<file path="src/rtl/video_mode_ctrl.sv">
// Layer-select controller for the pixel compositor: debounced buttons or direct switches
// build a pending selection that is committed to the outputs only at frame start.
module video_mode_ctrl #(
    parameter int         DEBOUNCE_CYCLES = 500000,
    parameter logic [1:0] BG_RESET        = 2'b00,
    parameter logic [1:0] TARGET_RESET    = 2'b00,
    parameter int         ALLOW_TEST      = 0
) (
    input  logic       clk_in,
    input  logic       rst_in,
    input  logic       btn_bg_in,
    input  logic       btn_target_in,
    input  logic       direct_en_in,
    input  logic [3:0] sw_direct_in,
    input  logic       new_frame_in,
    output logic [1:0] bg_out,
    output logic [1:0] target_out,
    output logic       pending_out,
    output logic       mode_changed_out
);

    localparam int CNT_W = (DEBOUNCE_CYCLES > 2) ? $clog2(DEBOUNCE_CYCLES) : 1;
    localparam logic [CNT_W-1:0] CNT_MAX = CNT_W'(DEBOUNCE_CYCLES - 1);

    // Bit 0 carries the background button, bit 1 the overlay button.
    logic [1:0]            sync_a;
    logic [1:0]            sync_b;
    logic [1:0]            db_level;
    logic [1:0]            press;
    logic [1:0][CNT_W-1:0] db_cnt;

    logic [1:0] pending_bg;
    logic [1:0] pending_tgt;

    function automatic logic [1:0] next_target(input logic [1:0] cur);
        if (ALLOW_TEST != 0)
            return cur + 2'd1;
        else
            return (cur >= 2'd2) ? 2'd0 : cur + 2'd1;
    endfunction

    // Press is registered on the edge the debounced level rises, so it is
    // consumed by the pending registers exactly one cycle later.
    always_ff @(posedge clk_in) begin
        if (rst_in) begin
            sync_a   <= '0;
            sync_b   <= '0;
            db_level <= '0;
            press    <= '0;
            db_cnt   <= '0;
        end else begin
            sync_a <= {btn_target_in, btn_bg_in};
            sync_b <= sync_a;
            for (int i = 0; i < 2; i++) begin
                press[i] <= 1'b0;
                if (sync_b[i] == db_level[i]) begin
                    db_cnt[i] <= '0;
                end else if (db_cnt[i] == CNT_MAX) begin
                    db_level[i] <= ~db_level[i];
                    db_cnt[i]   <= '0;
                    press[i]    <= ~db_level[i];
                end else begin
                    db_cnt[i] <= db_cnt[i] + 1'b1;
                end
            end
        end
    end

    // Commit samples the pending values before this cycle's press lands, so a
    // press coinciding with a frame pulse waits for the next frame.
    always_ff @(posedge clk_in) begin
        if (rst_in) begin
            pending_bg       <= BG_RESET;
            pending_tgt      <= TARGET_RESET;
            bg_out           <= BG_RESET;
            target_out       <= TARGET_RESET;
            mode_changed_out <= 1'b0;
        end else begin
            if (new_frame_in) begin
                bg_out           <= pending_bg;
                target_out       <= pending_tgt;
                mode_changed_out <= (pending_bg != bg_out) || (pending_tgt != target_out);
            end else begin
                mode_changed_out <= 1'b0;
            end

            if (direct_en_in) begin
                pending_bg  <= sw_direct_in[1:0];
                pending_tgt <= sw_direct_in[3:2];
            end else begin
                if (press[0])
                    pending_bg <= pending_bg + 2'd1;
                if (press[1])
                    pending_tgt <= next_target(pending_tgt);
            end
        end
    end

    assign pending_out = (pending_bg != bg_out) || (pending_tgt != target_out);

endmodule

</file>
<file path="config.mk">
export PLATFORM = sky130hd
export DESIGN_NAME = video_mode_ctrl
export DESIGN_NICKNAME = d
export VERILOG_FILES = /design/src/rtl/video_mode_ctrl.sv
export SDC_FILE = /design/constraint.sdc
export NUM_CORES = 1
export LEC_CHECK = 0
export BUFFER_PORTS_ARGS = -buffer_cell sky130_fd_sc_hd__buf_2
export CAP_MARGIN = 5
export CORE_MARGIN = 2
export CORE_UTILIZATION = 39
export CTS_CLUSTER_SIZE = 14
export DETAILED_ROUTE_END_ITERATION = 8
export HOLD_SLACK_MARGIN = 0.06
export PLACE_DENSITY = 0.53
export SYNTH_ARGS = -nofsm -noshare
export SYNTH_HDL_FRONTEND = slang
export SYNTH_SLANG_ARGS = --single-unit
</file>
<file path="constraint.sdc">
create_clock -name clk_in -period 2.3 [get_ports clk_in]
set_clock_uncertainty 0.2 [all_clocks]
set_input_delay 0.115 -clock clk_in [delete_from_list [all_inputs] [get_ports clk_in]]
set_output_delay 0.115 -clock clk_in [all_outputs]
set_load 0.1 [all_outputs]
</file>
* After elaboration in Yosys (flattened, before gate mapping)
Cells that the tools add are included.
** Storage, ports and cells
- Word-level logic and storage cells :: 46
- Bits in registers :: 55
- Output and inout port bits :: 6
** Operators by class
- Muxes and demuxes :: 5
- Reduce and logical (&&, ||, !) cells :: 10
- Bitwise logic cells :: 7
- Equality and inequality tests :: 6
- Magnitude comparators :: 1
- Add/sub/neg operators :: 4
** Operators by type and width (count)
- adder 19 x 1 -> 19 bit, second input constant :: 2
- == test 19 bit, second input constant :: 2
- OR reduction 3 bit :: 4
- two-way mux 2 bit :: 5
- inverter 1 bit :: 7
- adder 2 x 1 -> 2 bit, second input constant :: 2
- inequality test 2 bit :: 2
- AND reduction 2 bit :: 2
- nonzero test 2 bit :: 2
- == test 1 bit :: 2
- >= comparator 2 bit, second input constant :: 1
- OR reduction 2 bit :: 1
- logical OR 1 bit :: 1

* Logic depth before layout (Yosys ltp)
- Word-level depth :: 4
- Mapped depth :: 7
- Mapped depth without buffers :: 5

* Worst setup path before layout
OpenSTA, ideal clock, no wires.
- Path kind :: reg2reg
- Start point :: register target_out[0]
- End point :: register mode_changed_out
- Slack :: -666 ps
- Data arrival time :: 2641 ps
- Cell stages (with the launch flop) :: 4
- Data required time :: 1975 ps
- Cell sequence :: dfxtp_1 xnor2_1 nand4_1 and3b_1
** On the way
- Longest elaborated chain between the ends :: 2
** Ends and longest elaborated chain
- start: declaration :: RTL line 17 : output logic [1:0] target_out,
- start signal: assignment :: RTL line 81 : target_out <= pending_tgt;
- inequality test 2 bit
- logical OR 1 bit
- net pending_out :: RTL line 18 : output logic pending_out,
- end signal: assignment :: RTL line 82 : mode_changed_out <= (pending_bg != bg_out) || (pending_tgt != target_out);
- end: declaration :: RTL line 19 : output logic mode_changed_out
The timed path passes the listed nets, and every way through them passes these cells.
A chain may end at the register's enable or synchronous reset.

* Worst setup path in the final report
- Start point :: register pending_bg[0]
- End point :: register pending_bg[1]
** On the way
- Longest elaborated chain between the ends :: 3
** Ends and longest elaborated chain
- start: declaration :: RTL line 32 : logic [1:0] pending_bg;
- start signal: assignment :: RTL line 88 : pending_bg <= sw_direct_in[1:0];
- start signal: assignment :: RTL line 92 : pending_bg <= pending_bg + 2'd1;
- adder 2 x 1 -> 2 bit :: RTL line 92
- two-way mux 2 bit :: RTL line 91 : if (press[0])
- two-way mux 2 bit :: RTL line 87 : if (direct_en_in) begin
No other way between the ends. The select of a mux whose other input is x is not followed.

==> PnR_summary.wiki <==
{| class="wikitable"
! Metric !! Value
|-
| Outcome || complete, no violations
|-
| RSZ-0062 raised after global routing || no
|-
| Post-synthesis instance area || 0.00240 mm2
|-
| Predominant post-synthesis flop cell || dfxtp_1
|-
| Depth of the worst register-to-register path || 6
|-
| Cell area reported after detailed placement || 0.00261 mm2
|-
| Mean instance size in the synthesized netlist || 9.02 um2
|-
| Pin count of the biggest net entering global routing || 20
|-
| Clock edge transition at the registers on the reported setup and hold paths || about 0.1 ns
|-
| Quantity of hold-fixing buffers added after cts || 17
|-
| Syn Nets || 278
|-
| Net total in the final layout || ~320
|-
| Sequential-to-total area share from yosys stat || between 40% and 50%
|-
| Layout cell share with drive strength beyond 1 || between 10 and 15%
|-
| Sort of element at the end of the critical path || flip-flop
|-
| Post-placement setup slack || approximately 0.25 ns
|-
| Detailed placer's ending HPWL || around 3100 um
|-
| Cell row count || 28
|-
| Final antenna diode count || 0
|-
| Worst-Skew Late Latency || approximately 0.31 ns
|-
| Setup TNS Final || 0 ns
|-
| Cell repeated most along the worst path || dlygate4sd3_1
|-
| Count of pins over their slew limit || 0
|-
| Buffer count from post-CTS setup fixing || 0
|-
| Required time of the critical path || roughly 2.3 ns
|-
| Wire length of the first global-routing pass || around 7600 um
|-
| RePlAce Congestion || roughly 0.77
|-
| Startpoint types || flip-flop
|-
| Number of buffers added by the clock tree synthesis step || 5
|-
| Horizontal die dimension || about 82 um
|-
| Finished layout cell area || 0.00287 mm2
|-
| Crit-path slowest cell || dlygate4sd3_1
|-
| Dominant cell type by area after synthesis || dfxtp_1
|-
| Vias per std cell || about 5.1
|-
| Warnings, synthesis || 0
|-
| Filler cells || 558
|-
| Crit path largest cell delay || between 0.5 and 0.6 ns
|-
| Slew at the pin closest to its max-slew limit || between 0.4 and 0.5 ns
|-
| Number of gates on the worst path with buffers counted || 6
|-
| Critical Path Start || pending_bg[0]$_SDFFE_PP0P_
|-
| Synthesis-to-layout area growth || 19.7%
|-
| Worst Hold Slack || between 0.2 and 0.3 ns
|-
| Top delay family on crit path || buffers and inverters
|-
| Hold wc startpoint || sync_a[0]$_SDFF_PP0_
|-
| Detail-routed net length per standard cell || 12.1 um
|-
| Number of buffer cells added on primary ports || 15
|-
| Largest fanout on the critical path || 4
|-
| Overall overflow remaining after global route || 0
|-
| Total Wirelength || approximately 4600 um
|-
| Via count of the first global-routing pass || around 1700
|-
| Start-to-end type of the worst setup path || reg2reg
|-
| Register-to-register setup slack || about 0.085 ns
|-
| Hold Path Depth || 1
|-
| Clock sinks || 55
|-
| Post-synth EDFFs || 0
|-
| Max-Slew Margin vs Limit || between 60% and 70%
|-
| I/O pin count || 16
|-
| Number of violations of the max-capacitance limit || 0
|-
| Clock root cell || clkbuf_8
|-
| CTS H-tree lvls || 2
|-
| Vias || roughly 1900
|-
| Number of detailed-routing iterations run before antenna repair || 4
|-
| Final critical-path setup slack || approximately 0.085 ns
|-
| Gate count after technology mapping || ~270
|-
| Flop and latch count out of synthesis || 55
|-
| Combined buffer and inverter count along the critical path || 2
|-
| Fmax achieved || 451 MHz
|-
| CP cell instances || nand2_1 -> xnor2_1 -> mux2i_1 -> dlygate4sd3_1 -> nor2_1 -> dlygate4sd3_1
|-
| Starting Density || between 40 and 50%
|-
| Number of distinct standard cells referenced by the synthesized netlist || 37
|-
| Min-delay worst type || reg2reg
|-
| Standby leakage power || 0.961 nW
|-
| Crit Reg-Reg Startpoint || pending_bg[0]$_SDFFE_PP0P_
|-
| Data arrival time of the critical path || roughly 2.2 ns
|-
| Number of failing hold endpoints at the final stage || 0
|-
| Fin crit period || approximately 2.2 ns
|-
| Antenna violations before repair || 0
|-
| TritonCTS clock tree || done
|-
| GRT Util Overall || between 10 and 15%
|-
| Clock Path Buffers || 2
|-
| Number of setup violations in the final report || 0
|-
| End point of the most critical hold path || sync_b[0]$_SDFF_PP0_
|-
| Antenna Nets Post-Route || 0
|-
| Util after Layout || between 40% and 50%
|-
| Area share of the largest cell type after synthesis || 45.9%
|-
| Die Ht || 82.4 um
|-
| Overall die area || between 0.006 and 0.007 mm2
|-
| Async set-reset flop share out of synthesis || 0%
|-
| Power per cell area || about 580 mW/mm2
|-
| # DRC || 0
|-
| Capturing point of the worst reg2reg path || pending_bg[1]$_SDFFE_PP0P_
|-
| DRT iter0 DRCs || 73
|-
| Dominant cells by area after synthesis || dfxtp_1, xnor2_1, nor2_1
|-
| Final cycle utilization of the critical path || 96.3%
|-
| VDD IR max || about 280 uV
|-
| Placeable Area || approximately 0.0059 mm2
|-
| Resized cells post-CTS || 0
|}
worst reg2reg max path, cell delays in order (launching register included):
cell,delay [ns]
dfxtp_1,0.42
nand2_1,0.09
xnor2_1,0.12
mux2i_1,0.11
dlygate4sd3_1,0.56
nor2_1,0.04
dlygate4sd3_1,0.56
how the worst max path moves through the flow:
stage and endpoint:
6_report pending_bg[1]$_SDFFE_PP0P_, 5_1_grt pending_bg[1]$_SDFFE_PP0P_, 4_1_cts pending_bg[1]$_SDFFE_PP0P_, 3_5_place_dp db_cnt[16]$_SDFF_PP0_
3_3_place_gp db_cnt[36]$_SDFF_PP0_, 2_1_floorplan mode_changed_out$_SDFF_PP0_
cells by family after synthesis:
logic type                 Yosys count  share of synthesized area, %
buffers and inverters               14                          2.35
xor gates and xnor gates            35                          12.8
adders and majority gates            2                          1.04
muxes                                9                          3.81
AOI/OAI and AO/OA                   21                          5.16
and+or+nand+nor                    130                          29.0
DFF                                 55                          45.9
registers in the layout, summed over array words and instances (netlist names):
name,cells
pending_bg,2
bg_out,2
db_level,2
target_out,2
sync_a,2
db_cnt,38
pending_tgt,2
sync_b,2
press,2
mode_changed_out,1
final cells by class:
| type | count | area (um2) | area share, % |
|---|---|---|---|
| tap | 75 | 93.8 | 3.27 |
| clock buffer | 6 | 82.6 | 2.88 |
| multi-input combinational | 197 | 1240 | 43.2 |
| inverter | 6 | 22.5 | 0.785 |
| timing repair buffer | 38 | 303 | 10.5 |
| clock inverter | 2 | 11.3 | 0.392 |
| sequential | 55 | 1120 | 38.9 |
per-layer routing:
layer / global-route usage (%) / wire, um
met1: 20.0 / 2380
met2: 22.2 / 1960
met3: 3.91 / 160
met4: 5.50 / 74
met5: 0 / 0
synthesized netlist by cell type, types with 6 or more instances:
master	n
a21oi_1	9
dfxtp_1	55
inv_1	6
mux2i_1	8
nand2_1	14
nand3_1	10
nand4_1	14
nor2_1	44
nor3_1	6
nor4_1	8
o21ai_0	7
or3_1	6
xnor2_1	21
xor2_1	14
metrics by stage:
stage	total power, W	std cells
after CTS	0.00169	379
after detailed placement	0.00111	354
after global placement	0.00111	354
final	0.00166	379
after global routing	0.00174	379
after floorplan	0.00108	266
report_power, final:
| group | internal, W | total, W | switching [W] |
|---|---|---|---|
| Combinational | 0.0000539 | 0.000138 | 0.0000841 |
| Sequential | 0.000961 | 0.000971 | 0.00000991 |
| Clock | 0.000241 | 0.000555 | 0.000314 |
placed cells by master (no fill, tap or decap), types with 2 or more instances in the layout:
master / count
ha_1: 2
and3_1: 3
a21oi_1: 9
dlygate4sd3_1: 17
buf_2: 15
dfxtp_4: 4
nand3b_1: 2
nand2_1: 14
or3_1: 6
xnor2_1: 21
mux2i_1: 8
nand4_1: 14
nand3_1: 10
xor2_1: 14
o31ai_1: 2
buf_4: 5
nor3_1: 6
dfxtp_1: 51
nor2_1: 44
inv_1: 6
o21ai_0: 7
nor2b_1: 5
and4_1: 3
nor4_1: 8
or4_1: 2
or2_2: 4
clkbuf_8: 6
Note: power is estimated with default switching activity, not from simulation.
